`src/rtl/decode_issue_pkg.sv`:
```
// Shared instruction encodings and field layout for the decode/issue stage and the ALU.
package decode_issue_pkg;

  localparam int unsigned XLEN   = 32;
  localparam int unsigned NREGS  = 16;
  localparam int unsigned RIDX_W = 4;
  localparam int unsigned FLAG_W = 4;
  localparam int unsigned COND_W = 4;
  localparam int unsigned OPC_W  = 4;
  localparam int unsigned SRC_W  = 3;
  localparam int unsigned IMM_W  = 16;

  // Source-register positions inside the instruction word (inside imvalue)
  localparam int unsigned RN_LSB = 12;
  localparam int unsigned RM_LSB = 8;

  // Flag bit positions within {N,Z,C,V}
  localparam int unsigned FLAG_N = 3;
  localparam int unsigned FLAG_Z = 2;
  localparam int unsigned FLAG_C = 1;
  localparam int unsigned FLAG_V = 0;

  localparam logic [OPC_W-1:0] OP_ADD = 4'b0000;
  localparam logic [OPC_W-1:0] OP_SUB = 4'b0001;
  localparam logic [OPC_W-1:0] OP_AND = 4'b0010;
  localparam logic [OPC_W-1:0] OP_ORR = 4'b0011;
  localparam logic [OPC_W-1:0] OP_EOR = 4'b0100;
  localparam logic [OPC_W-1:0] OP_SHF = 4'b0101;
  localparam logic [OPC_W-1:0] OP_MOV = 4'b0110;
  localparam logic [OPC_W-1:0] OP_MVN = 4'b0111;
  localparam logic [OPC_W-1:0] OP_CMP = 4'b1000;
  localparam logic [OPC_W-1:0] OP_CMN = 4'b1001;
  localparam logic [OPC_W-1:0] OP_TST = 4'b1010;
  localparam logic [OPC_W-1:0] OP_NOP = 4'b1111;

  localparam logic [COND_W-1:0] COND_AL   = 4'b0000;
  localparam logic [COND_W-1:0] COND_EQ   = 4'b0001;
  localparam logic [COND_W-1:0] COND_GT   = 4'b0010;
  localparam logic [COND_W-1:0] COND_LTNZ = 4'b0011;
  localparam logic [COND_W-1:0] COND_GE   = 4'b0100;
  localparam logic [COND_W-1:0] COND_LT   = 4'b0101;
  localparam logic [COND_W-1:0] COND_HI   = 4'b0110;
  localparam logic [COND_W-1:0] COND_CC   = 4'b0111;
  localparam logic [COND_W-1:0] COND_CS   = 4'b1000;

  localparam logic [SRC_W-1:0] SR_NONE = 3'd0;
  localparam logic [SRC_W-1:0] SR_LSL  = 3'd1;
  localparam logic [SRC_W-1:0] SR_LSR  = 3'd2;
  localparam logic [SRC_W-1:0] SR_ASR  = 3'd3;
  localparam logic [SRC_W-1:0] SR_ROR  = 3'd4;

  typedef struct packed {
    logic [COND_W-1:0] cond;
    logic [OPC_W-1:0]  opcode;
    logic              sbit;
    logic [SRC_W-1:0]  srcontrol;
    logic [RIDX_W-1:0] rd;
    logic [IMM_W-1:0]  imvalue;
  } instr_t;

  localparam instr_t NOP_INSTR = '{cond: COND_AL, opcode: OP_NOP, sbit: 1'b0,
                                   srcontrol: SR_NONE, rd: 4'h0, imvalue: 16'h0000};

  function automatic logic op_writes_rd(input logic [OPC_W-1:0] op);
    return ~op[OPC_W-1];
  endfunction

  function automatic logic op_illegal(input logic [OPC_W-1:0] op);
    return (op >= 4'b1011) && (op <= 4'b1110);
  endfunction

endpackage

```
`src/rtl/decode_issue_cond.sv`:
```
// Condition-code evaluator: decides whether an instruction's cond passes against {N,Z,C,V}.
module cond_check
  import decode_issue_pkg::*;
(
  input  logic [COND_W-1:0] cond,
  input  logic [FLAG_W-1:0] flags,
  output logic              met
);

  logic n, z, c, v;

  always_comb begin
    n   = flags[FLAG_N];
    z   = flags[FLAG_Z];
    c   = flags[FLAG_C];
    v   = flags[FLAG_V];
    met = 1'b1;
    case (cond)
      COND_EQ:   met = z;
      COND_GT:   met = ~z & (n == v);
      COND_LTNZ: met = ~z & (n != v);
      COND_GE:   met = (n == v);
      COND_LT:   met = (n != v);
      COND_HI:   met = ~z & c;
      COND_CC:   met = ~c;
      COND_CS:   met = c;
      default:   met = 1'b1;
    endcase
  end

endmodule

```
`src/rtl/decode_issue.sv`:
```
// Decode/issue stage: register file, flags register, issue register with writeback bypass.
module decode_issue
  import decode_issue_pkg::*;
(
  input  logic              clk,
  input  logic              reset,
  input  logic              in_valid,
  input  logic [XLEN-1:0]   in_instr,
  output logic              in_ready,
  input  logic              hold,
  output logic [XLEN-1:0]   alu_in1,
  output logic [XLEN-1:0]   alu_in2,
  output logic [COND_W-1:0] alu_cond,
  output logic [OPC_W-1:0]  alu_opcode,
  output logic [FLAG_W-1:0] alu_inflags,
  output logic              alu_sbit,
  output logic [SRC_W-1:0]  alu_srcontrol,
  output logic [IMM_W-1:0]  alu_imvalue,
  input  logic [XLEN-1:0]   alu_result,
  input  logic [FLAG_W-1:0] alu_outflags,
  output logic              issue_valid,
  output logic              illegal
);

  instr_t            iss_q, iss_d, in_fields;
  logic              issue_valid_q, issue_valid_d;
  logic              illegal_q, illegal_d;
  logic [XLEN-1:0]   in1_q, in1_d, in2_q, in2_d;
  logic [FLAG_W-1:0] flags_q, flags_d;
  logic [XLEN-1:0]   rf_q [NREGS];
  logic [RIDX_W-1:0] rn, rm;
  logic              advance, cond_met, wb_en, flags_we;

  assign in_fields = instr_t'(in_instr);
  assign rn        = in_instr[RN_LSB +: RIDX_W];
  assign rm        = in_instr[RM_LSB +: RIDX_W];
  assign advance   = ~hold;
  assign in_ready  = ~hold;

  cond_check u_cond_check (
    .cond  (iss_q.cond),
    .flags (flags_q),
    .met   (cond_met)
  );

  // Retirement of the issued instruction happens at the edge that ends its issue cycle
  assign wb_en    = issue_valid_q & advance & cond_met & op_writes_rd(iss_q.opcode);
  assign flags_we = issue_valid_q & advance & cond_met & ~op_illegal(iss_q.opcode)
                  & (iss_q.sbit | (iss_q.opcode == OP_CMP));

  always_comb begin
    iss_d         = iss_q;
    issue_valid_d = issue_valid_q;
    illegal_d     = 1'b0;
    in1_d         = in1_q;
    in2_d         = in2_q;
    flags_d       = flags_we ? alu_outflags : flags_q;
    if (advance) begin
      if (in_valid) begin
        iss_d         = in_fields;
        issue_valid_d = 1'b1;
        illegal_d     = op_illegal(in_fields.opcode);
        // Operands forward the result being written at this same edge
        in1_d         = (wb_en && (iss_q.rd == rn)) ? alu_result : rf_q[rn];
        in2_d         = (wb_en && (iss_q.rd == rm)) ? alu_result : rf_q[rm];
      end else begin
        iss_d         = NOP_INSTR;
        issue_valid_d = 1'b0;
        in1_d         = '0;
        in2_d         = '0;
      end
    end
  end

  always_ff @(posedge clk or negedge reset) begin
    if (!reset) begin
      iss_q         <= NOP_INSTR;
      issue_valid_q <= 1'b0;
      illegal_q     <= 1'b0;
      in1_q         <= '0;
      in2_q         <= '0;
      flags_q       <= '0;
    end else begin
      iss_q         <= iss_d;
      issue_valid_q <= issue_valid_d;
      illegal_q     <= illegal_d;
      in1_q         <= in1_d;
      in2_q         <= in2_d;
      flags_q       <= flags_d;
    end
  end

  always_ff @(posedge clk or negedge reset) begin
    if (!reset) begin
      for (int unsigned i = 0; i < NREGS; i++) rf_q[i] <= '0;
    end else if (wb_en) begin
      rf_q[iss_q.rd] <= alu_result;
    end
  end

  assign alu_in1       = in1_q;
  assign alu_in2       = in2_q;
  assign alu_cond      = iss_q.cond;
  assign alu_opcode    = iss_q.opcode;
  assign alu_sbit      = iss_q.sbit;
  assign alu_srcontrol = iss_q.srcontrol;
  assign alu_imvalue   = iss_q.imvalue;
  assign alu_inflags   = flags_q;
  assign issue_valid   = issue_valid_q;
  assign illegal       = illegal_q;

endmodule

```
`config.mk`:
```
export PLATFORM = sky130hd
export DESIGN_NAME = decode_issue
export DESIGN_NICKNAME = d
export VERILOG_FILES = /design/src/rtl/decode_issue_pkg.sv /design/src/rtl/decode_issue_cond.sv /design/src/rtl/decode_issue.sv
export SDC_FILE = /design/constraint.sdc
export NUM_CORES = 1
export LEC_CHECK = 0
export CAP_MARGIN = 20
export CORE_AREA = 2 2 242 244
export CTS_CLUSTER_DIAMETER = 50
export DETAILED_ROUTE_END_ITERATION = 16
export DIE_AREA = 0 0 244 246
export PLACE_DENSITY_LB_ADDON = 0.08
export SYNTH_ARGS = -nofsm -noshare
export SYNTH_HDL_FRONTEND = slang
export SYNTH_HIERARCHICAL = 1
export SYNTH_SLANG_ARGS = --single-unit
```
`constraint.sdc`:
```
create_clock -name clk -period 2.95 [get_ports clk]
set_clock_uncertainty 0.05 [all_clocks]
set_input_delay 0.295 -clock clk [delete_from_list [all_inputs] [get_ports clk]]
set_output_delay 0.295 -clock clk [all_outputs]
set_load 0.03 [all_outputs]
```
# Word-level counts from Yosys, hierarchy flattened
# Cells that the tools add are included.
# classes
shift	0
n_reduce_logical	5
eq_ne	13
div_mod_pow	0
magnitude_cmp	8
bitwise_logic	17
addsub	0
multipliers	0
mux	18
# ops
op	count
bitwise mux 512 bit	1
2-to-1 mux 32 bit	10
binary-select mux 32 bit (select 4 bit)	2
demux 32 bit (select 4 bit)	1
== test 4 x 3 -> 1 bit, second input constant	4
>= comparator 5 bit, second input constant	3
inverter 4 -> 5 bit	3
AND 1 bit	8
== test 4 x 2 -> 1 bit, second input constant	2
== test 4 bit	2
== test 4 bit, second input constant	2
>= comparator 4 bit, second input constant	2
<= comparator 4 bit, second input constant	2
one-hot mux 1 bit (8 select lines)	1
logical AND 1 bit	5
less-than comparator 5 x 1 -> 1 bit, second input constant	1
inverter 1 bit	5
== test 4 x 1 -> 1 bit, second input constant	1
2-to-1 mux 1 bit	3
== test 1 bit	1
!= test 1 bit	1
bitwise OR 1 bit	1
# word_totals
latchBits	0
elab_cells	88
in_bits	72
regBits	614
romBits	0
out_inout_bits	99
ram_bits	0
mem_count	0

# Depth between registers and ports, before layout
# logic_depth
word_depth	8
ltp_mapped	11
depth_no_buf	9

# Modules after synthesis
# The synthesis kept the hierarchy.
# by_module_without_submodules
module	n_inst	area_each_um2	cells_per_inst
decode_issue	1	31194.9	2099
cond_check	1	107.6	18

# Least setup slack after synthesis
# OpenSTA, ideal clock, no wires.
# synth_path
path_kind	reg2reg
start	register flags_q[0] (netlist: alu_inflags[0])
end	register rf_q[427] (netlist name)
path_buffers	3
arrival_time_ns	2.520
setup_slack_ns	0.255
stages_incl_launch_ff	12
t_required_ns	2.775
setup_time_ns	0.125
path_cell_list	dfrtp_1 xor2_1 o21ai_0 a2bb2oi_1 o2111ai_1 nand4bb_1 buf_2 or3_4 nor2b_1 buf_2 buf_4 mux2_2
# synth_between
elab_chain_cells	5
word_cells_on_any_way	7
classes_between	2 x eq/ne; 1 x mux; 4 x bitwise
# synth_lines
element	line_no	rtl
start: declaration	decode_issue.sv:29	logic [FLAG_W-1:0] flags_q, flags_d;
start signal: assignment	decode_issue.sv:89	flags_q <= flags_d;
!= test 1 bit / == test 1 bit (equally long branches)	n/a	
AND 1 bit, on equally long branches	decode_issue_cond.sv:21, decode_issue_cond.sv:20	
one-hot mux 1 bit (8 select lines) (*)	decode_issue_cond.sv:18	case (cond)
net cond_met	decode_issue.sv:32	logic advance, cond_met, wb_en, flags_we;
AND 1 bit (*) (2 in series)	decode_issue.sv:47	assign wb_en = issue_valid_q & advance & cond_met & op_writes_rd(iss_q.opcode);
end signal: indexed assignment	decode_issue.sv:97	rf_q[iss_q.rd] <= alu_result;
end: declaration	decode_issue.sv:30	logic [XLEN-1:0] rf_q [NREGS];
# Mark *: on every way through the listed nets, which the timed path passes. The rest lies on a longest branch.
# A chain may end at the register's enable or synchronous reset.

# Final worst setup path
# layout_path
start	register flags_q[0] (netlist: alu_inflags[0])
end	register rf_q[149] (netlist name)
# The elaborated chain is that of the path after synthesis.

==> flow_metrics.env <==
export IMPL_required_ns=3.38
export IMPL_multi_input_area_sq_um=14900
export IMPL_status="finished clean"
export IMPL_async_flop_share_pct=100
export IMPL_drt_vias_per_instance=6.55
export IMPL_netlist_area_leader_share_pct=48.8
export IMPL_max_cap_viol_count=0
export IMPL_power_leakage_nw=16.8
export IMPL_synth_edf_count=0
export IMPL_synth_xor_area_share_pct=0.280
export IMPL_synth_top_family_by_area="multiplexers"
export IMPL_worst_slew_pin_transition_ns=1.01
export IMPL_areaGrowthSynthToFinish_pct=18.4
export IMPL_clk_latency_ns=0.62
export IMPL_syn_nets=2189
export IMPL_cp_start_kind="register"
export IMPL_synth_ff_type="dfrtp_1"
export IMPL_tns_ns=0
export IMPL_clock_sinks=614
export IMPL_hpwl_um=53600
export IMPL_drtIter0Drc=1398
export IMPL_grt_util_all_layers_pct=29.4
export IMPL_synth_compound_area_share_pct=5.90
export IMPL_yosys_top_cells_area="dfrtp_1 (49%), mux4_2 (18%), mux2_2 (18%)"
export IMPL_gp_congestion=0.784
export IMPL_power_density_nw_per_um2=575
export IMPL_clock_fmax_mhz=353
export IMPL_layout_commonest_cell="dfrtp_1"
export IMPL_initial_utilization_pct=54.6
export IMPL_antenna_cells=0
export IMPL_synth_simple_area_share_pct=2.54
export IMPL_drive_gt1_share_pct=44.9
export IMPL_routed_wl_um=86600
export IMPL_synthAdderAreaFrac_pct=0
export IMPL_ir_worst_vdd_v=0.000506
export IMPL_ys_seq_area_share_pct=49.1
export IMPL_cts_root_buf="clkbuf_16"
export IMPL_path_class="register to register"
export IMPL_layout_common_cells="dfrtp_1 (610), mux2_2 (498), mux4_2 (256), clkdlybuf4s50_1 (164), nand2_1 (132)"
export IMPL_core_area_sq_um=57400
export IMPL_hold_violations=0
export IMPL_io_pins=171
export IMPL_grt_max_degree=94
export IMPL_hold_class="input port to register"
export IMPL_synth_distinct_cells=42
export IMPL_grt_ovfl_total=0
export IMPL_cts_htree_levels=3
export IMPL_synth_area_sq_um=31300
export IMPL_num_vias=20104
export IMPL_portBuffers=170
export IMPL_utilization_pct=64.6
export IMPL_fin_nets=2318
export IMPL_path_max_fanout=12
export IMPL_synth_area_leader_cell="dfrtp_1"
export IMPL_synth_seq_cells=614
export IMPL_routedWlPerCell_um=28.2
export IMPL_synthMuxAreaShare_pct=38.4
export IMPL_ys_warn_count=6
export IMPL_rsz0062_at_grt="no"
export IMPL_die_h_um=246
export IMPL_setup_viol=0
export IMPL_die_area_sq_um=60000
export IMPL_drcViolationCount=0
export IMPL_clkSlewWorstSetupHoldPaths_ns=0.06
export IMPL_min_period_ns=2.83
export IMPL_min_period_over_period_pct=96.1
export IMPL_relSlewSlack_pct=32.8
export IMPL_dr_pass1_iters=6
export IMPL_slew_viol_final=0
export IMPL_seq_area_sq_um=15400
export IMPL_antenna_found_initial=2
export IMPL_synth_cells=2117
export IMPL_syn_area_per_cell_sq_um=14.8
export IMPL_grt_pass1_vias=21258
export IMPL_rows=88
export IMPL_grt_pass1_wl_um=132000
export IMPL_cts_tree="built"
export IMPL_worst_ep_arrival_time_ns=3.27
export IMPL_fp_dieW_um=244
export IMPL_nFillCells=4175
export IMPL_cts_path_max_buffers=3
export IMPL_numCtsBuffers=75
export IMPL_cp_end_kind="register"
export IMPL_antenna_left=0
routing by layer:
layer / vias up / global-route usage [%] / part of all wire (%)
met2: 638 / 48.5 / 50
li1: 8383 / - / -
met4: 2 / 10.9 / 3.6
met1: 10886 / 39.8 / 41
met3: 195 / 4.65 / 5.2
met5: - / 0 / 0.013
Yosys cell counts (all sizes together), types with 3 or more instances:
master	count
o21ai	55
mux2	517
xor2	3
mux2i	44
a22o	20
clkbuf	114
a22oi	128
nor2	8
nand2	142
a211o	20
xnor2	7
nor2b	12
mux4	256
nand3	4
buf	123
a32oi	20
dfrtp	610
dfstp	4
inv	4
nor3	5
repair_timing:
item | CTS | global route
hold buffers | 1 | 0
endpoints found under the setup margin | 0 | 359
hold endpoints to repair | 62 | 0
setup buffers | 0 | 1
gates resized for setup | 0 | 7
sequential cells by signal, summed over array words and instances (netlist names):
signal and count:
alu_cond 4, alu_opcode 4, rf_q 512, alu_in1 32, alu_in2 32, alu_srcontrol 3
alu_imvalue 16, iss_q 4, illegal 1, alu_sbit 1, issue_valid 1, alu_inflags 4
worst max-delay path, cell delays in order, from the launching register on:
cell and delay [ns]:
dfrtp_1 0.41, xor2_2 0.20, o21ai_1 0.14, a2bb2oi_1 0.09, o2111ai_2 0.21, nand4bb_1 0.25
buf_4 0.25, nor3b_2 0.22, nor2b_4 0.20, buf_12 0.15, buf_12 0.16, mux2_2 0.35
cells by family (layout without fill, tap and decap cells):
group / after synthesis / count (layout)
multiplexers: 817 / 817
XOR/XNOR: 10 / 10
AO/OA/AOI/OAI: 254 / 254
AND/OR/NAND/NOR: 181 / 181
buffers and inverters: 241 / 426
flip-flops: 614 / 614
report_power, final:
group	leakage (nW)	switching, mW	total, mW	internal [mW]
clock	1.20	3.62	9.10	5.48
combinational	7.14	1.32	2.74	1.42
sequential	8.44	0.448	9.46	9.01
per-stage QoR:
step | area (sq um) | hold WS [ns] | total power, mW | cells | worst slack (ns)
6_report | 37100 | 0.0407 | 21.3 | 3067 | 0.116
5_1_grt | 37100 | 0.0464 | 22.1 | 3067 | 0.00708
4_1_cts | 37000 | 0.0177 | 21.5 | 3064 | 0.0309
3_5_place_dp | 34500 | 0.307 | 12.3 | 2930 | 0.0732
3_3_place_gp | 34500 | 0.302 | 12.2 | 2930 | 0.0984
2_1_floorplan | 31300 | -0.0506 | 11.2 | 2117 | 0.255
worst paths after layout:
check	to	slack, ns	start	depth (start not counted)
min reg2reg	alu_in2[26]	0.43	alu_in2[26]	2
max	rf_q[149]	0.12	alu_inflags[0]	11
max reg2reg	rf_q[149]	0.12	alu_inflags[0]	11
max in group asynchronous	rf_q[276]	1.58	reset	3
min in group asynchronous	rf_q[290]	0.22	reset	2
min	alu_imvalue[11]	0.04	in_instr[11]	3
cell type report:
cell class                 instances  share of cell area [%]
sequential                       614                    41.5
multi-input combinational       1262                    40.2
timing repair buffer             289                    9.06
clock buffer                     105                    5.83
tap                              765                    2.58
clock inverter                    28                   0.783
inverter                           4                  0.0405
No activity file was read; power rests on OpenSTA's default activity.
